<file path="src/rtl/uart_pkg.sv">
// Shared definitions for the UART transmit FIFO: transmit FSM encodings and default sizing.
package uart_pkg;

    localparam int DEFAULT_DEPTH  = 16;
    localparam int DEFAULT_ADDR_W = 4;

    typedef enum logic [1:0] {
        ST_IDLE = 2'b00,
        ST_SEND = 2'b01,
        ST_WAIT = 2'b10
    } tx_state_e;

endpackage

</file>
<file path="src/rtl/byte_fifo.sv">
// Byte FIFO with wrap-bit pointers; FULL/EMPTY/LEVEL are registered and
// reflect a push or pop on the edge that performs it. Storage is not reset.
module byte_fifo
    import uart_pkg::*;
#(
    parameter int DEPTH  = DEFAULT_DEPTH,
    parameter int ADDR_W = DEFAULT_ADDR_W
) (
    input  logic            clk_i,
    input  logic            rst_n_i,
    input  logic            push_i,
    input  logic [7:0]      din_i,
    input  logic            pop_i,
    output logic [7:0]      dout_o,
    output logic            full_o,
    output logic            empty_o,
    output logic [ADDR_W:0] level_o
);
    localparam logic [ADDR_W:0] PTR_ONE = {{ADDR_W{1'b0}}, 1'b1};

    logic [7:0]      mem_q [DEPTH];
    logic [ADDR_W:0] wptr_q, wptr_d;
    logic [ADDR_W:0] rptr_q, rptr_d;
    logic [ADDR_W:0] level_q, level_d;
    logic            full_q, full_d;
    logic            empty_q, empty_d;
    logic            push_ok, pop_ok;

    // A push while full is dropped even when a pop frees a slot on the same edge.
    assign push_ok = push_i && !full_q;
    assign pop_ok  = pop_i && !empty_q;

    always_comb begin
        wptr_d  = push_ok ? wptr_q + PTR_ONE : wptr_q;
        rptr_d  = pop_ok  ? rptr_q + PTR_ONE : rptr_q;
        level_d = wptr_d - rptr_d;
        empty_d = (wptr_d == rptr_d);
        full_d  = (wptr_d[ADDR_W] != rptr_d[ADDR_W]) &&
                  (wptr_d[ADDR_W-1:0] == rptr_d[ADDR_W-1:0]);
    end

    always_ff @(posedge clk_i or negedge rst_n_i) begin
        if (!rst_n_i) begin
            wptr_q  <= '0;
            rptr_q  <= '0;
            level_q <= '0;
            full_q  <= 1'b0;
            empty_q <= 1'b1;
        end else begin
            wptr_q  <= wptr_d;
            rptr_q  <= rptr_d;
            level_q <= level_d;
            full_q  <= full_d;
            empty_q <= empty_d;
        end
    end

    always_ff @(posedge clk_i) begin
        if (push_ok) begin
            mem_q[wptr_q[ADDR_W-1:0]] <= din_i;
        end
    end

    assign dout_o  = mem_q[rptr_q[ADDR_W-1:0]];
    assign full_o  = full_q;
    assign empty_o = empty_q;
    assign level_o = level_q;

endmodule

</file>
<file path="src/rtl/uart_tx_fifo.sv">
// Transmit FIFO in front of a UART serializer: pops one byte per frame and handshakes TX_DV/TX_DONE.
// Define UART_TX_FIFO_OVF_EN to add a sticky overflow flag (ovf_o) with clear input (ovf_clr_i).
module uart_tx_fifo
    import uart_pkg::*;
#(
    parameter int DEPTH  = DEFAULT_DEPTH,
    parameter int ADDR_W = DEFAULT_ADDR_W
) (
    input  logic            ser_clk_i,
    input  logic            rst_n_i,
    input  logic            wr_en_i,
    input  logic [7:0]      wr_byte_i,
    output logic            full_o,
    output logic            empty_o,
    output logic [ADDR_W:0] level_o,
    output logic            tx_dv_o,
    output logic [7:0]      tx_byte_o,
    input  logic            tx_done_i,
    output logic            busy_o
`ifdef UART_TX_FIFO_OVF_EN
    ,
    output logic            ovf_o,
    input  logic            ovf_clr_i
`endif
);
    tx_state_e  state_q;
    logic       tx_dv_q;
    logic       busy_q;
    logic [7:0] tx_byte_q;
    logic [7:0] head;
    logic       pop;

    assign pop = (state_q == ST_IDLE) && !empty_o;

    byte_fifo #(
        .DEPTH  (DEPTH),
        .ADDR_W (ADDR_W)
    ) u_fifo (
        .clk_i   (ser_clk_i),
        .rst_n_i (rst_n_i),
        .push_i  (wr_en_i),
        .din_i   (wr_byte_i),
        .pop_i   (pop),
        .dout_o  (head),
        .full_o  (full_o),
        .empty_o (empty_o),
        .level_o (level_o)
    );

    // state | meaning:  IDLE idle/pop head  |  SEND tx_dv pulse  |  WAIT frame on line, await tx_done
    always_ff @(posedge ser_clk_i or negedge rst_n_i) begin
        if (!rst_n_i) begin
            state_q   <= ST_IDLE;
            tx_dv_q   <= 1'b0;
            busy_q    <= 1'b0;
            tx_byte_q <= 8'h00;
        end else begin
            tx_dv_q <= 1'b0;
            case (state_q)
                ST_IDLE: begin
                    if (pop) begin
                        tx_byte_q <= head;
                        tx_dv_q   <= 1'b1;
                        busy_q    <= 1'b1;
                        state_q   <= ST_SEND;
                    end
                end
                ST_SEND: begin
                    state_q <= ST_WAIT;
                end
                ST_WAIT: begin
                    if (tx_done_i) begin
                        busy_q  <= 1'b0;
                        state_q <= ST_IDLE;
                    end
                end
                default: begin
                    busy_q  <= 1'b0;
                    state_q <= ST_IDLE;
                end
            endcase
        end
    end

    assign tx_dv_o   = tx_dv_q;
    assign tx_byte_o = tx_byte_q;
    assign busy_o    = busy_q;

`ifdef UART_TX_FIFO_OVF_EN
    logic ovf_q;

    // Set has priority over clear so an overflow in the clearing cycle is not lost.
    always_ff @(posedge ser_clk_i or negedge rst_n_i) begin
        if (!rst_n_i) begin
            ovf_q <= 1'b0;
        end else if (wr_en_i && full_o) begin
            ovf_q <= 1'b1;
        end else if (ovf_clr_i) begin
            ovf_q <= 1'b0;
        end
    end

    assign ovf_o = ovf_q;
`endif

endmodule

</file>
<file path="config.mk">
export PLATFORM = sky130hd
export DESIGN_NAME = uart_tx_fifo
export DESIGN_NICKNAME = d
export VERILOG_FILES = /design/src/rtl/uart_pkg.sv /design/src/rtl/byte_fifo.sv /design/src/rtl/uart_tx_fifo.sv
export SDC_FILE = /design/constraint.sdc
export NUM_CORES = 1
export LEC_CHECK = 0
export ABC_AREA = 0
export CORE_MARGIN = 2
export CORE_UTILIZATION = 54
export CTS_CLUSTER_DIAMETER = 80
export DETAILED_ROUTE_END_ITERATION = 7
export HOLD_SLACK_MARGIN = 0.1
export PLACE_DENSITY = 0.75
export SLEW_MARGIN = 10
export SYNTH_ARGS = -nofsm -noshare
export SYNTH_HDL_FRONTEND = slang
export SYNTH_HIERARCHICAL = 1
export SYNTH_SLANG_ARGS = --single-unit
</file>
<file path="constraint.sdc">
create_clock -name ser_clk_i -period 2.3 [get_ports ser_clk_i]
set_input_delay 0.46 -clock ser_clk_i [delete_from_list [all_inputs] [get_ports ser_clk_i]]
set_output_delay 0.46 -clock ser_clk_i [all_outputs]
set_load 0.1 [all_outputs]
</file>
==> metrics.cfg <==
[place]
pre_cts_ws_ns = -0.245
port_buffers = 28
placed_cells = 505
gp_congestion = 0.833
place_area_um2 = 7200
dp_hpwl_mm = 7.59

[global_route]
grt_max_degree = 35
grt_pass1_vias = 3268
grt_usage = 0.203
grt_pass1_wl_mm = 18.8
grt-ovfl-total = 0
antenna_found_initial = 0

[synthesis]
synthMuxAreaShare = 0.166
async_flop_share = 0.185
yosysWarnings = 6
synthSimpleGateAreaFrac = 0.0541
synth_fa_ha_area_frac = 0.0185
synth_area_leader_cell = edfxtp_1
synthCells = 314
synth_ff_type = edfxtp_1
syn-mean-instance-area_um2 = 20.7
synth_top_family_by_area = multiplexers
synth_edf_count = 128
yosysTopAreaCellShare = 0.592
synth_compound_area_frac = 0.0193
synth.cell_area_um2 = 6490
synth-xor-area-share = 0.0144
yosys-top-cells-area = edfxtp_1, dfrtp_1, mux4_2
synth_common_cells = edfxtp_1, dfrtp_1, mux4_2, mux4_1, inv_1
synth.yosys.seq_area_share = 0.704
ys_types = 52
yosysMostFrequentCell = edfxtp_1
synth_nets = 335
yosys_register_bits = 157

[hold_path]
hp-class = in -> async

[final_layout]
n_antenna_cell = 0
layout-drive-gt1-share = 0.323
stdcell_area_um2 = 7790
fin_cells = 537
syn_to_final_growth_pct = 20.0
fin_nets = 398

[setup_path]
critPathLaunchType = register
ff2ff_path_depth = 8
cp-end-kind = register
required_ns = 2.63
arrival_ns = 2.58
cpPeakStageDelay_ns = 0.69
cp_max_fo = 7
criticalPathCategory = reg -> reg
cp_slowest_cell = dfstp_4
critical_path.cell_chain = nor3_4, nor2b_4, xor2_1, ha_2, fa_2, nor2b_1, a211oi_2, a2bb2oi_1
regToRegSetupSlack_ns = 0.05

[power]
clkPwrFrac = 0.237
p_int_uw = 7260
p_comb_frac = 0.430
leakage_uw = 0.00282
switching_share = 0.372
p_seq_frac = 0.333
p_sw_uw = 4310
cellPowerDensity_nw_per_um2 = 1480
vdd_ir_drop_max_v = 0.000680

[sta]
clock_skew_ns = 0.0101
slew_headroom = 0.611
setup_slack_ns = 0.0533
finalCriticalPeriod_ns = 2.25
rsz0062_at_grt = false
max_freq_mhz = 445
period_share = 0.977
drv_slew = 0
hold-worst-slack_ns = 0.438
hold_violations = 0
worst_pin_slew_ns = 0.582
setup_viol = 0

[clock_network]
ctsResizeCount = 1
clk_pin_slew_ns = 0.06
ctsHoldBuffers = 0
clockBufferDepth = 2
numCtsBuffers = 17
cts_tree = done
htreeDepth = 4
clock_latency_ns = 0.42
cts-root-buf = clkbuf_16
cts_setup_buffers = 0
cts_sinks = 157

[die]
core-area_um2 = 11900
io_pins = 29
initial_utilization = 0.548
core.rowCount = 40
dieArea_um2 = 12900
fp.dieW_um = 114
die_h_um = 114

[route]
totalWireLength_mm = 12.3
drt-pass1-iter-count = 4
drcViolationCount = 0
vias = 3146
avgViaCountPerCell = 5.86
antenna_left = 0
wire_per_inst_um = 22.9
drt-initial-drc-count = 235

[job]
drv_cap = 0

[status]
outcome = complete, no violations

## layout by cell type (no fill, tap or decap), drive strengths merged, types with 6 or more instances in the layout
cell           Yosys  final
edfxtp           128    128
dfrtp             28     28
inv               15     18
mux2               9      9
clkbuf             0     20
buf                9     43
and2              14     14
clkdlybuf4s50      0     11
nor3               6      6
ha                 8      8
mux4              40     40
## worst paths after layout
| kind | to | startpoint |
|---|---|---|
| worst min register to register | tx_byte_o[0] | tx_byte_o[0] |
| max in group asynchronous | u_fifo/empty_o | rst_n_i |
| worst max register to register | u_fifo/level_o[4] | u_fifo/empty_o |
| worst max-delay path | u_fifo/level_o[4] | u_fifo/empty_o |
| worst min-delay path | u_fifo/level_o[0] | rst_n_i |
| min in group ser_clk_i | tx_byte_o[0] | tx_byte_o[0] |
## kinds of logic after synthesis
family,count (synthesis)
flip-flops,157
adder cells (fa/ha/maj),9
buffers and inverters,25
AND/OR/NAND/NOR,49
AO/OA/AOI/OAI,15
XOR/XNOR,9
multiplexers,50
## critical path: cells and delay by family, from the launching register on
| family | cells | cell delay (ns) |
|---|---|---|
| AO/OA/AOI/OAI | 2 | 0.37 |
| XOR/XNOR | 1 | 0.19 |
| adder cells (fa/ha/maj) | 2 | 0.56 |
| flip-flops | 1 | 0.69 |
| AND/OR/NAND/NOR | 3 | 0.35 |
## registers in the layout (all words and copies together) (netlist names)
name            flops
u_fifo/empty_o      1
state_q             2
tx_byte_o           8
u_fifo/rptr_q       5
tx_dv_o             1
u_fifo/wptr_q       5
busy_o              1
u_fifo/level_o      5
u_fifo/mem_q      128
u_fifo/full_o       1
## routing by layer
| layer | global-route usage | part of all wire | up-vias |
|---|---|---|---|
| met4 | 0.0642 | 0.012 | 0 |
| met2 | 0.312 | 0.49 | 85 |
| met1 | 0.290 | 0.45 | 1644 |
| met5 | 0 | 0 | - |
| met3 | 0.0526 | 0.053 | 16 |
| li1 | - | - | 1401 |
## area by class of cell
class / count / area (um^2)
sequential: 157 / 4580
fill: 748 / 4070
multi-input combinational: 132 / 1820
timing repair buffer: 54 / 583
clock buffer: 20 / 437
tap: 147 / 184
clock inverter: 12 / 139
inverter: 15 / 56.3
## metrics by stage
stage / utilization / setup TNS [ns] / power (uW)
floorplan: - / -0.262 / 7450
global placement: 0.607 / -0.192 / 8600
detailed placement: 0.607 / -0.305 / 8740
CTS: 0.656 / 0 / 11600
global route: 0.657 / 0 / 12000
finish: 0.657 / 0 / 11600
## power groups by stage
stage	sequential, uW	clock (uW)	combinational (uW)
final	3850	2740	4970
after global routing	3900	2880	5250
after CTS	3850	2770	4940
after detailed placement	3900	0	4840
after global placement	3870	0	4730
after floorplan	4860	0	2600
No activity file was read; power rests on OpenSTA's default activity.
